<file path="src/rtl/mux_scan_pkg.sv">
// Shared types and helpers for the mux scan sequencer.
package mux_scan_pkg;

    typedef enum logic [1:0] {
        StIdle,
        StScan,
        StHold
    } state_e;

    localparam int unsigned SEL_W_DEF = 4;

    function automatic int unsigned word_width(input int unsigned sel_w);
        return 32'd1 << sel_w;
    endfunction

endpackage

</file>
<file path="src/rtl/mux_scan_dwell_cnt.sv">
// Dwell counter: counts while enabled and flags the last cycle of each dwell period.
module mux_scan_dwell_cnt #(
    parameter int unsigned DWELL = 2
) (
    input  logic clk,
    input  logic rst,
    input  logic en,
    input  logic clr,
    output logic tick
);

    localparam int unsigned CntW = 4;
    localparam logic [CntW-1:0] CntLast = CntW'(DWELL - 1);

    logic [CntW-1:0] cnt_q, cnt_d;

    always_comb begin
        tick  = en && (cnt_q == CntLast);
        cnt_d = cnt_q;
        if (clr) begin
            cnt_d = '0;
        end else if (en) begin
            cnt_d = tick ? '0 : cnt_q + CntW'(1);
        end
    end

    always_ff @(posedge clk) begin
        if (rst) begin
            cnt_q <= '0;
        end else begin
            cnt_q <= cnt_d;
        end
    end

endmodule

</file>
<file path="src/rtl/mux_scan_sequencer.sv">
// Steps the mux select through every code, captures one mux_y bit per code and
// presents the assembled word on valid/ready. Optional parity output: SCAN_PARITY_EN.
module mux_scan_sequencer
    import mux_scan_pkg::*;
#(
    parameter int unsigned SEL_W = SEL_W_DEF,
    parameter int unsigned DWELL = 2
) (
    input  logic                          clk,
    input  logic                          rst,
    input  logic                          start,
    output logic [SEL_W-1:0]              sel,
    input  logic                          mux_y,
    output logic                          busy,
    output logic [word_width(SEL_W)-1:0]  out_data,
    output logic                          out_valid,
    input  logic                          out_ready
`ifdef SCAN_PARITY_EN
    ,
    output logic                          out_parity
`endif
);

    localparam int unsigned W = word_width(SEL_W);
    localparam logic [SEL_W-1:0] SelLast = '1;

    state_e           state_q, state_d;
    logic [SEL_W-1:0] sel_q, sel_d;
    logic [W-1:0]     data_q, data_d;
    logic             cnt_en, cnt_clr, tick;

    mux_scan_dwell_cnt #(
        .DWELL(DWELL)
    ) u_dwell_cnt (
        .clk (clk),
        .rst (rst),
        .en  (cnt_en),
        .clr (cnt_clr),
        .tick(tick)
    );

    always_comb begin
        state_d = state_q;
        sel_d   = sel_q;
        data_d  = data_q;
        cnt_en  = 1'b0;
        cnt_clr = 1'b1;
        unique case (state_q)
            StIdle: begin
                sel_d = '0;
                // The previous word stays visible until a new scan is accepted.
                if (start) begin
                    state_d = StScan;
                    data_d  = '0;
                end
            end
            StScan: begin
                cnt_en  = 1'b1;
                cnt_clr = 1'b0;
                if (tick) begin
                    data_d[sel_q] = mux_y;
                    if (sel_q == SelLast) begin
                        state_d = StHold;
                        sel_d   = '0;
                    end else begin
                        sel_d = sel_q + SEL_W'(1);
                    end
                end
            end
            StHold: begin
                sel_d = '0;
                if (out_ready) begin
                    state_d = StIdle;
                end
            end
            default: begin
                state_d = StIdle;
                sel_d   = '0;
            end
        endcase
    end

    always_ff @(posedge clk) begin
        if (rst) begin
            state_q <= StIdle;
            sel_q   <= '0;
            data_q  <= '0;
        end else begin
            state_q <= state_d;
            sel_q   <= sel_d;
            data_q  <= data_d;
        end
    end

    assign sel       = sel_q;
    assign busy      = (state_q == StScan);
    assign out_valid = (state_q == StHold);
    assign out_data  = data_q;

`ifdef SCAN_PARITY_EN
    logic parity_q;

    always_ff @(posedge clk) begin
        if (rst) begin
            parity_q <= 1'b0;
        end else begin
            parity_q <= ^data_d;
        end
    end

    assign out_parity = parity_q;
`endif

endmodule
</file>
<file path="config.mk">
export PLATFORM = sky130hd
export DESIGN_NAME = mux_scan_sequencer
export DESIGN_NICKNAME = d
export VERILOG_FILES = /design/src/rtl/mux_scan_pkg.sv /design/src/rtl/mux_scan_dwell_cnt.sv /design/src/rtl/mux_scan_sequencer.sv
export SDC_FILE = /design/constraint.sdc
export NUM_CORES = 1
export LEC_CHECK = 0
export ABC_CLOCK_PERIOD_IN_PS = 2400
export CAP_MARGIN = 20
export CORE_ASPECT_RATIO = 1.75
export CORE_MARGIN = 10
export CORE_UTILIZATION = 35
export DETAILED_ROUTE_END_ITERATION = 10
export PLACE_DENSITY = 0.65
export SLEW_MARGIN = 10
export SYNTH_ARGS = -nofsm -noshare
export SYNTH_HDL_FRONTEND = slang
export SYNTH_SLANG_ARGS = --single-unit
</file>
<file path="constraint.sdc">
create_clock -name clk -period 2.4 [get_ports clk]
set_input_delay 0.24 -clock clk [delete_from_list [all_inputs] [get_ports clk]]
set_output_delay 0.24 -clock clk [all_outputs]
set_load 0.05 [all_outputs]
</file>
==> impl_results.md, run 1 <==
- Result of the run: finished clean
- Worst Max-Slew Pin Slew: 0.928 ns
- Crit start category: flop
- Mean number of vias per cell: 5.66
- Clock tree from TritonCTS: done
- Sinks on Clock Net: 26
- Number of library cell types mapped by synthesis: 34
- Count leader, synth: dfxtp_1
- Final antenna diode count: 0
- Period utilisation layout: 89.8%
- Number of antenna violations at the first check in global routing: 0
- Cell at the root of the clock tree: clkbuf_8
- Number of buffers and inverters on the critical path: 2
- GR met1 Demand/Resource: 9.76%
- Final cell area excluding filler cells: 0.00168 mm^2
- Largest area contributor in the netlist: dfxtp_1
- Cell Chain, Critical Path: nand2b_1, inv_2, clkdlybuf4s50_1
- Slowest library cell on the worst path: clkdlybuf4s50_1
- CTS Buf Count: 3
- Clock tree skew after final layout: 0.00251 ns
- Met2 usage in global routing: 18.8%
- Die boundary height: 102 um
- Switching component of the power: 0.000177 W
- Switching fraction of total power: 22.7%
- Vias in the first global route: 1173
- Leftover overflow at the end of global routing: 0
- Final-stage net count: 165
- Summed negative setup slack over all endpoints: 0 ns
- Count of port buffers added during placement: 26
- Post-synthesis async set-or-reset flop share: 0%
- Cell area after synthesis: 0.00134 mm^2
- Number of cells upsized or downsized after cts: 0
- CP Data Arrival Time: 1.92 ns
- Number of DRC violations after detailed routing: 0
- Via count: 1127
- Hold violation total from the final report: 0
- Clock power frac: 35.6%
- Min Clock Period, post-route: 2.16 ns
- Power density of the placed cells: 463 mW/mm^2
- Leakage: 0.678 nW
- Total of warnings raised by yosys: 0
- Register area: 520 um^2
- Global route hottest layer: met2
- Setup repair after global routing missed its margin: no
- Top cell types by occurrence after synthesis: dfxtp_1 (26), a221o_1 (15), o211a_1 (11)
- Sequential share of the synthesized area: 39.0%
- Sequential group share of total power: 56.5%
- Placed instance area: 0.00162 mm^2
- Rows: 29
- Top FF cell, synth: dfxtp_1
- Max capacitance violation total: 0
- Half-perimeter wire length of the detailed placement result: 2660 um
- Number of flops mapped to enable cells by yosys: 0
- Clock-pin slew reported for the worst setup and hold paths after clock tree synthesis: 0.09 ns
- H-tree Lvls: 1
- Chip width: 66.7 um
- Router iterations before antenna repair: 4
- Total routing usage reported by global routing: 10.1%
- End-of-flow core utilization: 45.8%
- Number of buffers on the longest clock path: 2
- Instance count of the mapped netlist: 129
- Cell family contributing the most delay on the critical path: buffers and inverters
- Count of boundary I/O pins: 27
- Core area: 0.00366 mm^2
- Worst hold path class: flop to flop
- Worst hold slack after final layout: 0.474 ns
- DP Worst Slack: 0.443 ns
- Register bit total from synthesis: 26
- Area fraction of the dominant cell type after synthesis: 39.0%
- Post-synthesis net count: 140
- Normalized max-slew margin: 38.0%
- Multi-input logic area: 741 um^2
- Routed wire length: 3310 um
- Detailed router's first-iteration violation count: 31
- DR WL/cell: 16.6 um
- Pin count of the biggest net entering global routing: 16
- Max-slew violation count: 0
- Peak clock frequency supported by timing: 464 MHz
- Minimum setup slack in the final design: 0.245 ns
- Signed area change from the synthesized netlist to the final layout: 25.7%
- First-pass GRT wire length: 5540 um
- Post-CTS Repair Setup Buffers: 0
- Remaining antenna violation count after routing: 0
- Fraction of layout cells with a size suffix above 1: 7.84%
- Effective utilization at floorplan: 36.5%
- Area contributors post-synth: dfxtp_1 (39%), a221o_1 (11%), o211a_1 (8.2%)
- Number of setup violations in the final report: 0
- Fillcell total: 340
- Combinational share of power: 8.0%
- Mean instance size in the synthesized netlist: 10.4 um^2
- Number of buffers inserted for hold repair after clock tree synthesis: 0
- Internal power contribution: 0.000601 W
- Type of destination of the critical path: output port
- Biggest cell delay along the critical path: 0.83 ns
- Clock insertion delay at the later pin of the skew report: 0.26 ns
- Area of the die: 0.00679 mm^2
- Crit Path Class: flop to output port
- Maximum vdd drop: 0.270 mV
- Routability congestion estimate from global placement: 0.791
- Global routing met3 resource utilization: 2.87%
- Worst Path Required: 2.16 ns
- Max FO, Critical Path: 10
==> cells in the final DEF, fill, tap and decap left out, types with 2 or more instances in the layout <==
cell | netlist | layout
a21oi_1 | 5 | 5
and3_1 | 2 | 2
clkdlybuf4s50_1 | 0 | 26
o21ai_0 | 4 | 4
nand3b_1 | 2 | 2
ha_1 | 6 | 6
dfxtp_1 | 26 | 26
or3_1 | 5 | 5
nand2_1 | 4 | 4
o211a_1 | 11 | 11
nand2b_1 | 4 | 4
o311a_1 | 4 | 4
inv_1 | 9 | 9
nor4_4 | 3 | 3
nor2_1 | 5 | 5
clkbuf_8 | 0 | 4
a221o_1 | 15 | 15
nand4_1 | 2 | 2
==> path summary, 6_finish.rpt <==
kind,from,endpoint,slack (ns),cells after the start
max reg2reg,u_dwell_cnt.cnt_q[1]$_SDFFE_PP0N_,out_data[8]$_SDFFE_PP0P_,0.47,5
min reg2reg,u_dwell_cnt.cnt_q[0]$_SDFFE_PP0N_,u_dwell_cnt.cnt_q[0]$_SDFFE_PP0N_,0.47,1
min,u_dwell_cnt.cnt_q[0]$_SDFFE_PP0N_,u_dwell_cnt.cnt_q[0]$_SDFFE_PP0N_,0.47,1
max,state_q[0]$_SDFFE_PP0P_,busy,0.24,3
==> power groups by stage <==
| stage | logic, W | clock network [W] | registers (W) |
|---|---|---|---|
| finish | 0.0000619 | 0.000276 | 0.000439 |
| detailed placement | 0.0000620 | 0 | 0.000449 |
| floorplan | 0.0000461 | 0 | 0.000448 |
| global placement | 0.0000617 | 0 | 0.000449 |
| CTS | 0.0000623 | 0.000288 | 0.000439 |
| global route | 0.0000680 | 0.000301 | 0.000440 |
==> area by class of cell <==
class / instances / share of cell area (%)
tap: 46 / 3.43
sequential: 26 / 31.0
clock buffer: 4 / 3.28
multi-input combinational: 86 / 44.1
inverter: 10 / 2.24
timing repair buffer: 27 / 15.9
==> through the flow <==
stage / cells / power [W]
after floorplan: 129 / 0.000494
after global routing: 199 / 0.000809
after global placement: 195 / 0.000511
after detailed placement: 195 / 0.000511
after CTS: 199 / 0.000789
final: 199 / 0.000777
==> state kept, by name, indices dropped and copies added, names as in the netlist <==
register and count:
state_q 2, out_data 16, sel 4, u_dwell_cnt.cnt_q 4
==> metal layers <==
metal	part of all wire [%]	wire length [um]
met5	0	0
met4	2.6	87
met3	6.0	197
met2	55	1820
met1	36	1210
==> worst register-to-register path: stages (launching register included) <==
cell and delay, ns:
dfxtp_1 0.36, inv_1 0.05, ha_1 0.18, nor3b_4 0.18, a211oi_2 0.80, a221o_1 0.30
==> cells by family (layout without fill, tap and decap cells) <==
group / Yosys count / after routing / share of synthesized area [%]
compound gates: 45 / 45 / 30.0
simple gates: 34 / 34 / 19.2
flops: 26 / 26 / 39.0
buf+inv: 17 / 41 / 5.62
fa+ha+maj: 6 / 6 / 5.62
xor+xnor: 1 / 1 / 0.656
(Power assumes the default switching activity.)
==> run 2: changes to the inputs <==
- ABC_CLOCK_PERIOD_IN_PS: 2400 -> 1950
- CTS_CLUSTER_SIZE: default -> 10
- GPL_ROUTABILITY_DRIVEN: default -> 0
- PLACE_DENSITY: 0.65 -> 0.67
- clock period: 2.4 -> 1.95 ns (I/O delays scaled with it)
==> run 2 against run 1 <==
  * Global-route usage up 0.13 points
  * Routed wire length grew 2.1%
  * Sequential share of layout area shrank 0.14 points
  * Design area up 0.45%
  * Die area is the same
  * Hold slack better by 0.00054 ns
  * Via count increased by 2.0%
  * Largest cell class unchanged
==> impl_results.md, run 2 (synthesis results as in run 1) <==
- Period utilisation layout: 94.2%
- Number of DRC violations after detailed routing: 0 (unchanged)
- Effective utilization at floorplan: 36.5% (unchanged)
- Final antenna diode count: 0 (unchanged)
- H-tree Lvls: 1 (unchanged)
- Leftover overflow at the end of global routing: 0 (unchanged)
- CTS Buf Count: 3 (unchanged)
- Fraction of layout cells with a size suffix above 1: 11.7% (+3.8 points)
- Result of the run: finished clean
- Clock power frac: 35.8% (+0.2 points)
- Core area: 0.00366 mm^2 (unchanged)
- Number of buffers inserted for hold repair after clock tree synthesis: 0 (unchanged)
- Via count: 1149 (+2.0%)
- Detailed router's first-iteration violation count: 37 (+19%)
- Commonest non-fill, non-tap cell in the layout: dfxtp_1
- Internal power contribution: 0.000742 W (+24%)
- Mean number of vias per cell: 5.75 (+1.4%)
- Highest-count cells in the layout ignoring fill and taps: dfxtp_1 (26), clkdlybuf4s50_1 (22), a221o_1 (15)
- Clock-pin slew reported for the worst setup and hold paths after clock tree synthesis: 0.09 ns (about the same)
- Combinational share of power: 8.5% (+0.5 points)
- Clock tree from TritonCTS: done
- Rows: 29 (unchanged)
- Total routing usage reported by global routing: 10.3% (+0.13 points)
- Chip width: 66.7 um (unchanged)
- Clock tree skew after final layout: 0.00278 ns (+0.000268 ns)
- Setup repair after global routing missed its margin: no
- Max capacitance violation total: 0 (unchanged)
- Worst r2r src: u_dwell_cnt.cnt_q[0]$_SDFFE_PP0N_
- Max-slew violation count: 0 (unchanged)
- Clock insertion delay at the later pin of the skew report: 0.27 ns (about the same)
- Maximum vdd drop: 0.412 mV (+53%)
- Leakage: 0.693 nW (+2.1%)
- Minimum setup slack among reg-to-reg paths: 0.11 ns (-0.36 ns)
- R2R depth: 4 (-1)
- Hold Path Sink: u_dwell_cnt.cnt_q[0]$_SDFFE_PP0N_
- Switching fraction of total power: 23.5% (+0.83 points)
- Switching component of the power: 0.000228 W (+29%)
- Number of flip-flops in the largest register: 16 (unchanged)
- Number of cells upsized or downsized after cts: 0 (unchanged)
- Sinks on Clock Net: 26 (unchanged)
- Number of setup violations in the final report: 0 (unchanged)
- Half-perimeter wire length of the detailed placement result: 2720 um (+2.0%)
- Routed wire length: 3380 um (+2.1%)
- Area of the die: 0.00679 mm^2 (unchanged)
- Number of buffers on the longest clock path: 2 (unchanged)
- Vias in the first global route: 1162 (-0.94%)
- Remaining antenna violation count after routing: 0 (unchanged)
- Normalized max-slew margin: 58.7% (+21 points)
- DR WL/cell: 16.9 um (+1.6%)
- Hold Startpoint: u_dwell_cnt.cnt_q[0]$_SDFFE_PP0N_
- Hold Path Depth: 1 (unchanged)
- First-pass GRT wire length: 5630 um (+1.6%)
- CP Data Arrival Time: 2.05 ns (+0.13 ns)
- Peak clock frequency supported by timing: 544 MHz
- End-of-flow core utilization: 46.0% (+0.20 points)
- Type of destination of the critical path: flop
- Min Clock Period, post-route: 1.84 ns
- Summed negative setup slack over all endpoints: 0 ns (unchanged)
- Worst Path Required: 2.17 ns (about the same)
- Reg2Reg Capture Point: out_data[7]$_SDFFE_PP0P_
- Count of port buffers added during placement: 26 (unchanged)
- Hold violation total from the final report: 0 (unchanged)
- Power density of the placed cells: 575 mW/mm^2 (+24%)
- Post-CTS Repair Setup Buffers: 0 (unchanged)
- Pin count of the biggest net entering global routing: 16 (unchanged)
- Final-stage net count: 166 (+0.61%)
- Fillcell total: 359 (+5.6%)
- Signed area change from the synthesized netlist to the final layout: 26.2%
- Die boundary height: 102 um (unchanged)
- Count of boundary I/O pins: 27 (unchanged)
- Crit start category: flop
- Worst hold slack after final layout: 0.475 ns (+0.000540 ns)
- Sequential group share of total power: 55.7% (-0.8 points)
- Worst hold path class: flop to flop
- Worst Max-Slew Pin Slew: 0.617 ns (-0.311 ns)
- Cell at the root of the clock tree: clkbuf_8
- Max FO, Critical Path: 9 (-1)
- Crit Path Class: flop to flop
- Number of antenna violations at the first check in global routing: 0 (unchanged)
- Router iterations before antenna repair: 4 (unchanged)
==> run 2: changes by cell type in the layout (fill, tap and decap cells not counted) <==
cell and change:
a211oi_4 +1, a211oi_2 -1, clkdlybuf4s50_1 -4, nor2b_1 -1, buf_4 +5, nor2b_2 +1
==> run 2: layout make-up <==
type | count | area, um^2 | share of cell area, %
Timing Repair Buffer | 28 | 265 | 15.7
Sequential cell | 26 | 520 | 30.9
Clock buffer | 4 | 55.1 | 3.26
Tap cell | 46 | 57.6 | 3.41
Inverter | 10 | 37.5 | 2.23
Multi-Input combinational cell | 86 | 751 | 44.5
==> run 2: worst max path at each step <==
| stage | start | to | slack [ns] | cells after the start |
|---|---|---|---|---|
| 5_1_grt | u_dwell_cnt.cnt_q[0]$_SDFFE_PP0N_ | out_data[5]$_SDFFE_PP0P_ | 0.04 | 4 |
| 3_5_place_dp | rst | out_data[1]$_SDFFE_PP0P_ | 0.01 | 4 |
| 4_1_cts | u_dwell_cnt.cnt_q[1]$_SDFFE_PP0N_ | out_data[11]$_SDFFE_PP0P_ | 0.03 | 5 |
| 2_1_floorplan | sel[0]$_SDFFE_PP0N_ | out_data[3]$_SDFFE_PP0P_ | 0.22 | 4 |
| 3_3_place_gp | start | out_data[7]$_SDFFE_PP0P_ | 0.008 | 4 |
| 6_report | u_dwell_cnt.cnt_q[0]$_SDFFE_PP0N_ | out_data[7]$_SDFFE_PP0P_ | 0.11 | 4 |
==> run 2: layer usage <==
metal | share of wire (%) | global-route usage [%] | vias up
met5 | 0 | 0 | -
li1 | - | - | 554
met1 | 36 | 10.2 | 556
met3 | 5.7 | 2.10 | 6
met2 | 56 | 19.5 | 33
met4 | 1.7 | 4.05 | 0
==> run 2: per-stage QoR <==
step	setup slack [ns]	area, um^2	power [W]	cells
6_report	0.113	1690	0.000971	200
4_1_cts	0.0331	1680	0.000976	200
2_1_floorplan	0.215	1340	0.000608	129
3_3_place_gp	0.00808	1620	0.000630	196
3_5_place_dp	0.00985	1620	0.000632	196
5_1_grt	0.0384	1690	0.00101	200
==> run 2: power by group through the flow <==
| stage | clock, W | combinational [W] | sequential, W |
|---|---|---|---|
| 4_1_cts | 0.000356 | 0.0000791 | 0.000540 |
| 6_report | 0.000348 | 0.0000822 | 0.000541 |
| 3_5_place_dp | 0 | 0.0000788 | 0.000553 |
| 3_3_place_gp | 0 | 0.0000774 | 0.000552 |
| 5_1_grt | 0.000381 | 0.0000895 | 0.000541 |
| 2_1_floorplan | 0 | 0.0000568 | 0.000552 |
==> run 2: worst max-delay path, cell delays in order, from the launching register on <==
cell	delay, ns
dfxtp_1	0.39
ha_1	0.18
or3b_1	0.57
nor4_4	0.43
a221o_1	0.20
